`src/rtl/iot_event_serializer_if.sv`:
```
// ============================================================================
// iot_event_serializer_if : device event inputs and serialized event outputs
// Rev 1.0
// ============================================================================
`default_nettype none

interface iot_event_serializer_if;
  logic [3:0] dev_on;
  logic [3:0] dev_off;
  logic       change;
  logic       on_off;
  logic [1:0] dev_id;
  logic [3:0] active_mask;
  logic       err;

  // master: the event producer / monitor side
  modport master (
    output dev_on, dev_off,
    input  change, on_off, dev_id, active_mask, err
  );

  // slave: the serializer itself
  modport slave (
    input  dev_on, dev_off,
    output change, on_off, dev_id, active_mask, err
  );
endinterface

`default_nettype wire

```
`src/rtl/iot_event_serializer.sv`:
```
// ============================================================================
// iot_event_serializer : queues per-device connect/disconnect events and
// issues them one per cycle in round-robin order.  Rev 1.0
// ============================================================================
`default_nettype none

module iot_event_serializer (
  input wire logic              clk,
  input wire logic              rst,
  iot_event_serializer_if.slave bus
);

  logic [3:0] active_q,   active_d;
  logic [3:0] pending_q,  pending_d;
  logic [3:0] pend_dir_q, pend_dir_d;
  logic [1:0] ptr_q,      ptr_d;
  logic       change_q,   change_d;
  logic       on_off_q,   on_off_d;
  logic [1:0] dev_id_q,   dev_id_d;
  logic       err_q,      err_d;

  logic       grant_vld;
  logic [1:0] grant_id;
  logic [1:0] idx;
  logic       target;
  logic       eff;

  // Round-robin pick: scan offsets high-to-low so the closest one to ptr wins.
  always_comb begin
    grant_vld = 1'b0;
    grant_id  = ptr_q;
    idx       = ptr_q;
    for (int k = 3; k >= 0; k--) begin
      idx = ptr_q + 2'(k);
      if (pending_q[idx]) begin
        grant_vld = 1'b1;
        grant_id  = idx;
      end
    end
  end

  always_comb begin
    active_d   = active_q;
    pending_d  = pending_q;
    pend_dir_d = pend_dir_q;
    ptr_d      = ptr_q;
    change_d   = grant_vld;
    on_off_d   = on_off_q;
    dev_id_d   = dev_id_q;
    err_d      = 1'b0;
    target     = 1'b0;
    eff        = 1'b0;

    if (grant_vld) begin
      on_off_d           = pend_dir_q[grant_id];
      dev_id_d           = grant_id;
      active_d[grant_id] = pend_dir_q[grant_id];
      pending_d[grant_id] = 1'b0;
      ptr_d              = grant_id + 2'd1;
    end

    // New events are judged against the state left after this edge's grant.
    for (int i = 0; i < 4; i++) begin
      if (bus.dev_on[i] && bus.dev_off[i]) begin
        err_d = 1'b1;
      end else if (bus.dev_on[i] ^ bus.dev_off[i]) begin
        target = bus.dev_on[i];
        eff    = pending_d[i] ? pend_dir_d[i] : active_d[i];
        if (target == active_d[i]) begin
          if (!pending_d[i]) begin
            err_d = 1'b1;
          end
          pending_d[i] = 1'b0;
        end else if (target != eff) begin
          pending_d[i]  = 1'b1;
          pend_dir_d[i] = target;
        end else begin
          err_d = 1'b1;
        end
      end
    end
  end

  always_ff @(posedge clk) begin
    if (!rst) begin
      active_q   <= 4'd0;
      pending_q  <= 4'd0;
      pend_dir_q <= 4'd0;
      ptr_q      <= 2'd0;
      change_q   <= 1'b0;
      on_off_q   <= 1'b0;
      dev_id_q   <= 2'd0;
      err_q      <= 1'b0;
    end else begin
      active_q   <= active_d;
      pending_q  <= pending_d;
      pend_dir_q <= pend_dir_d;
      ptr_q      <= ptr_d;
      change_q   <= change_d;
      on_off_q   <= on_off_d;
      dev_id_q   <= dev_id_d;
      err_q      <= err_d;
    end
  end

  assign bus.change      = change_q;
  assign bus.on_off      = on_off_q;
  assign bus.dev_id      = dev_id_q;
  assign bus.active_mask = active_q;
  assign bus.err         = err_q;

endmodule

`default_nettype wire

```
`src/flat_wrapper.sv`:
```
// flat-port wrapper written by rule: the top's interface ports become plain ports
module iot_event_serializer_flat 
  (clk, rst, bus_dev_on, bus_dev_off, bus_change, bus_on_off, bus_dev_id, bus_active_mask, bus_err);
  iot_event_serializer_if bus_i ();
  input wire logic clk;
  input wire logic rst;
  input wire logic [$bits(bus_i.dev_on)-1:0] bus_dev_on;
  input wire logic [$bits(bus_i.dev_off)-1:0] bus_dev_off;
  output wire logic [$bits(bus_i.change)-1:0] bus_change;
  output wire logic [$bits(bus_i.on_off)-1:0] bus_on_off;
  output wire logic [$bits(bus_i.dev_id)-1:0] bus_dev_id;
  output wire logic [$bits(bus_i.active_mask)-1:0] bus_active_mask;
  output wire logic [$bits(bus_i.err)-1:0] bus_err;
  assign bus_i.dev_on = bus_dev_on;
  assign bus_i.dev_off = bus_dev_off;
  assign bus_change = bus_i.change;
  assign bus_on_off = bus_i.on_off;
  assign bus_dev_id = bus_i.dev_id;
  assign bus_active_mask = bus_i.active_mask;
  assign bus_err = bus_i.err;
  iot_event_serializer u_core (.clk(clk), .rst(rst), .bus(bus_i));
endmodule
```
`config.mk`:
```
export PLATFORM = sky130hd
export DESIGN_NAME = iot_event_serializer_flat
export DESIGN_NICKNAME = d
export VERILOG_FILES = /design/src/rtl/iot_event_serializer_if.sv /design/src/rtl/iot_event_serializer.sv /design/src/flat_wrapper.sv
export SDC_FILE = /design/constraint.sdc
export NUM_CORES = 1
export LEC_CHECK = 0
export ABC_AREA = 1
export CAP_MARGIN = 15
export CORE_MARGIN = 1
export CORE_UTILIZATION = 46
export CTS_CLUSTER_DIAMETER = 60
export DETAILED_ROUTE_END_ITERATION = 6
export HOLD_SLACK_MARGIN = 0.12
export PLACE_DENSITY = 0.68
export SLEW_MARGIN = 20
export SYNTH_ARGS = -nofsm -noshare
export SYNTH_HDL_FRONTEND = slang
export SYNTH_SLANG_ARGS = --single-unit
```
`constraint.sdc`:
```
create_clock -name clk -period 2.95 [get_ports clk]
set_input_delay 0.295 -clock clk [delete_from_list [all_inputs] [get_ports clk]]
set_output_delay 0.295 -clock clk [all_outputs]
set_load 0.005 [all_outputs]
```
==> impl_metrics.tcl <==
set metrics [dict create \
    outcome "finished, final reports clean" \
    worst_slew_pin_slew_ps 405 \
    worst_path_largest_cell_delay_ps 490 \
    drive_above_1_share 0.157 \
    cap_violations 0 \
    hold-path-endpoint "u_core.bus.dev_id[0]" \
    rows 20 \
    insertedDiodeCount 0 \
    hold_path.class "reg -> reg" \
    synth_seq_cells 19 \
    tritoncts "built" \
    power_leakage_nw 0.823 \
    htree_num_levels 1 \
    switchingPower_uw 998 \
    ys_warn_count 0 \
    startpoint_type "register" \
    post_synth_inst_count 237 \
    net_switching_fraction_of_the_power 0.540 \
    critical_path.n_buffers_inverters 3 \
    grt_pass1_wl_mm 5.66 \
    synth.yosys.seq_area_share 0.254 \
    cts_made_buffers 3 \
    clkSlewWorstSetupHoldPaths_ps 110 \
    postCtsHoldBufs 0 \
    maxSlewHeadroom 0.730 \
    worst_clock_skew_ps 1.23 \
    sequential_power_share 0.219 \
    setup_viol 0 \
    hold_path_cells 2 \
    design.final.nets 274 \
    critical_path.top_delay_family "simple AND/OR/NAND/NOR gates" \
    critical_path_required_ps 3140 \
    arrival_ps 2740 \
    share_comb_of_total_power 0.707 \
    fp.dieW_um 59.1 \
    avgRoutedWirePerCell_um 11.2 \
    die_height_um 59.1 \
    hold_slack_ps 517 \
    worst-path-max-fanout 10 \
    cp_slowest_cell "dfxtp_2" \
    buffer_ports.inserted 18 \
    clkLatencyLatePin_ps 300 \
    post_route_insts_no_fill 299 \
    design.core.area_sq_mm 0.00308 \
    gr-usage-all-layers 0.216 \
    placed_cells 295 \
    setup.worst_path.end_class "register" \
    worstReg2RegEnd "u_core.bus.err" \
    power_frac_clock 0.075 \
    timing.final.crit_share 0.863 \
    netlist_area_sq_mm 0.00150 \
    multi_input_comb_area_sq_um 946 \
    place.detailed.hpwl_mm 2.68 \
    postRouteWirelength_mm 3.36 \
    postCtsResizedCells 0 \
    regToRegStartpoint "u_core.ptr_q[0]" \
    timing.hold.worst.start "u_core.bus.dev_id[0]" \
    syn-mean-instance-area_sq_um 6.33 \
    die_area_sq_mm 0.00349 \
    ys_types 23 \
    fin_ws_ps 403 \
    remaining_overflow_grt 0 \
    place_congestion 0.909 \
    buffer_count_from_post_cts_setup_fixing 0 \
    grt_start_max_net_pins 12 \
    seqCellArea_sq_um 382 \
    finished_cell_area_sq_mm 0.00173 \
    max_slew_violation_count 0 \
    cp_cell_sequence "nand2_1 -> nand3_1 -> nand2_1 -> inv_2 -> nand2_2 -> nand2_4 -> nand2_4 -> nand2_4 -> nand2_4 -> inv_1 -> ha_1 -> inv_1 -> o21ai_1 -> nand2_2 -> nand2_1 -> nand2_1 -> nor2_1 -> o21ai_1 -> nor2_1 -> nor2_1" \
    grt_antenna_before_repair 0 \
    route.detailed.vias_per_inst 5.01 \
    ir_drop_mv 0.416 \
    criticalPathCategory "reg -> reg" \
    dpl-instance-area_sq_mm 0.00171 \
    r2r_cells 20 \
    cell_internal_pwr_uw 849 \
    fmax_mhz 393 \
    worst-r2r-setup-slack_ps 400 \
    final.setup.tns_ps 0 \
    cts_num_sinks 19 \
    io_pins 19 \
    route.detailed.drc 0 \
    vias_in_the_first_global_route 1313 \
    drt-initial-drc-count 58 \
    clock-root-buffer "clkbuf_4" \
    grt_setup_unrepaired "false" \
    initial_utilization 0.487 \
    route.vias.total 1499 \
    final.fill_count 333 \
    syn_to_final_growth_pct 15.6 \
    post-place-ws_ps 279 \
    final_hold_viol_count 0 \
    final_period_minus_worst_setup_slack_ps 2550 \
    max_root_sink_buffers 2 \
    drtAntennaViolNets 0 \
    p_per_area_mw_per_mm2 1070 \
    first_pass_iteration_count_of_the_detailed_router 4 \
    synth_nets 255 \
]
## cells in the mapped netlist
master | count | area (sq um)
o21bai_1 | 1 | 7.51
or2_1 | 1 | 6.26
nand2_4 | 4 | 45.0
nand3_1 | 24 | 120
o211ai_1 | 2 | 15.0
inv_1 | 28 | 105
dfxtp_1 | 19 | 380
clkbuf_1 | 2 | 7.51
a21oi_1 | 13 | 65.1
nand3_2 | 6 | 60.1
nand2_2 | 15 | 93.8
nor2_1 | 27 | 101
buf_6 | 2 | 22.5
a31oi_1 | 1 | 6.26
ha_1 | 8 | 100
o21ai_0 | 7 | 35.0
nand3_4 | 1 | 17.5
nand2_1 | 56 | 210
nor4_1 | 1 | 6.26
inv_6 | 1 | 8.76
nand4_1 | 5 | 31.3
o21ai_1 | 5 | 25.0
inv_2 | 8 | 30.0
## final cells by class
type	instances	area share
clock inverter	1	0.00289
sequential	19	0.220
timing repair buffer	18	0.104
multi-input combinational	177	0.545
inverter	37	0.0830
tap	44	0.0317
clock buffer	3	0.0130
## layout by cell type (no fill, tap or decap), drive strengths merged
master / count
a21oi: 13
a31oi: 1
clkbuf: 3
clkdlybuf4s50: 18
clkinv: 1
dfxtp: 19
ha: 8
inv: 37
nand2: 75
nand3: 31
nand4: 5
nor2: 27
nor4: 1
o211ai: 2
o21ai: 12
o21bai: 1
or2: 1
## worst max path at each step
stage               cells past startpoint  slack [ps]        endpoint            start
finish                                 20         400  u_core.bus.err  u_core.ptr_q[0]
global route                           20           6  u_core.bus.err  u_core.ptr_q[0]
CTS                                    20         250  u_core.bus.err  u_core.ptr_q[0]
detailed placement                     20         280  u_core.bus.err  u_core.ptr_q[0]
global placement                       20         300  u_core.bus.err  u_core.ptr_q[0]
floorplan                              22         750  u_core.bus.err  u_core.ptr_q[0]
## sequential cells by signal, summed over array words and instances (netlist names)
register,flops
u_core.bus.active_mask,4
u_core.pend_dir_q,4
u_core.pending_q,4
u_core.bus.dev_id,2
u_core.ptr_q,2
u_core.bus.change,1
u_core.bus.err,1
u_core.bus.on_off,1
## logic make-up after synthesis
kind of cell             count (synthesis)  share of synthesized area
adder cells (fa/ha/maj)                  8                     0.0667
buffers and inverters                   41                      0.116
AND/OR/NAND/NOR                        140                      0.461
AO/OA/AOI/OAI                           29                      0.103
flip-flops                              19                      0.254
## tightest hold or removal path: cells and delay by family (launching register included)
| kind | cells | cell delay (ps) |
|---|---|---|
| AO/OA/AOI/OAI | 1 | 90 |
| buffers and inverters | 1 | 50 |
| flip-flops | 1 | 350 |
## power groups by stage
stage,clock network [mW],logic (mW),registers (mW)
6_report,0.138,1.31,0.404
5_1_grt,0.147,1.49,0.414
4_1_cts,0.142,1.31,0.403
3_5_place_dp,0,1.30,0.409
3_3_place_gp,0,1.31,0.409
2_1_floorplan,0,1.05,0.387
## per-layer routing
layer | global-route usage | part of all wire
met5 | 0 | 0
met4 | 0.109 | 0.023
met3 | 0.0218 | 0.033
met2 | 0.334 | 0.44
met1 | 0.298 | 0.50
## through the flow
step	utilization	total power [mW]
2_1_floorplan	-	1.44
3_3_place_gp	0.554	1.72
3_5_place_dp	0.554	1.71
4_1_cts	0.563	1.85
5_1_grt	0.563	2.05
6_report	0.563	1.85
Note: power is estimated with default switching activity, not from simulation.
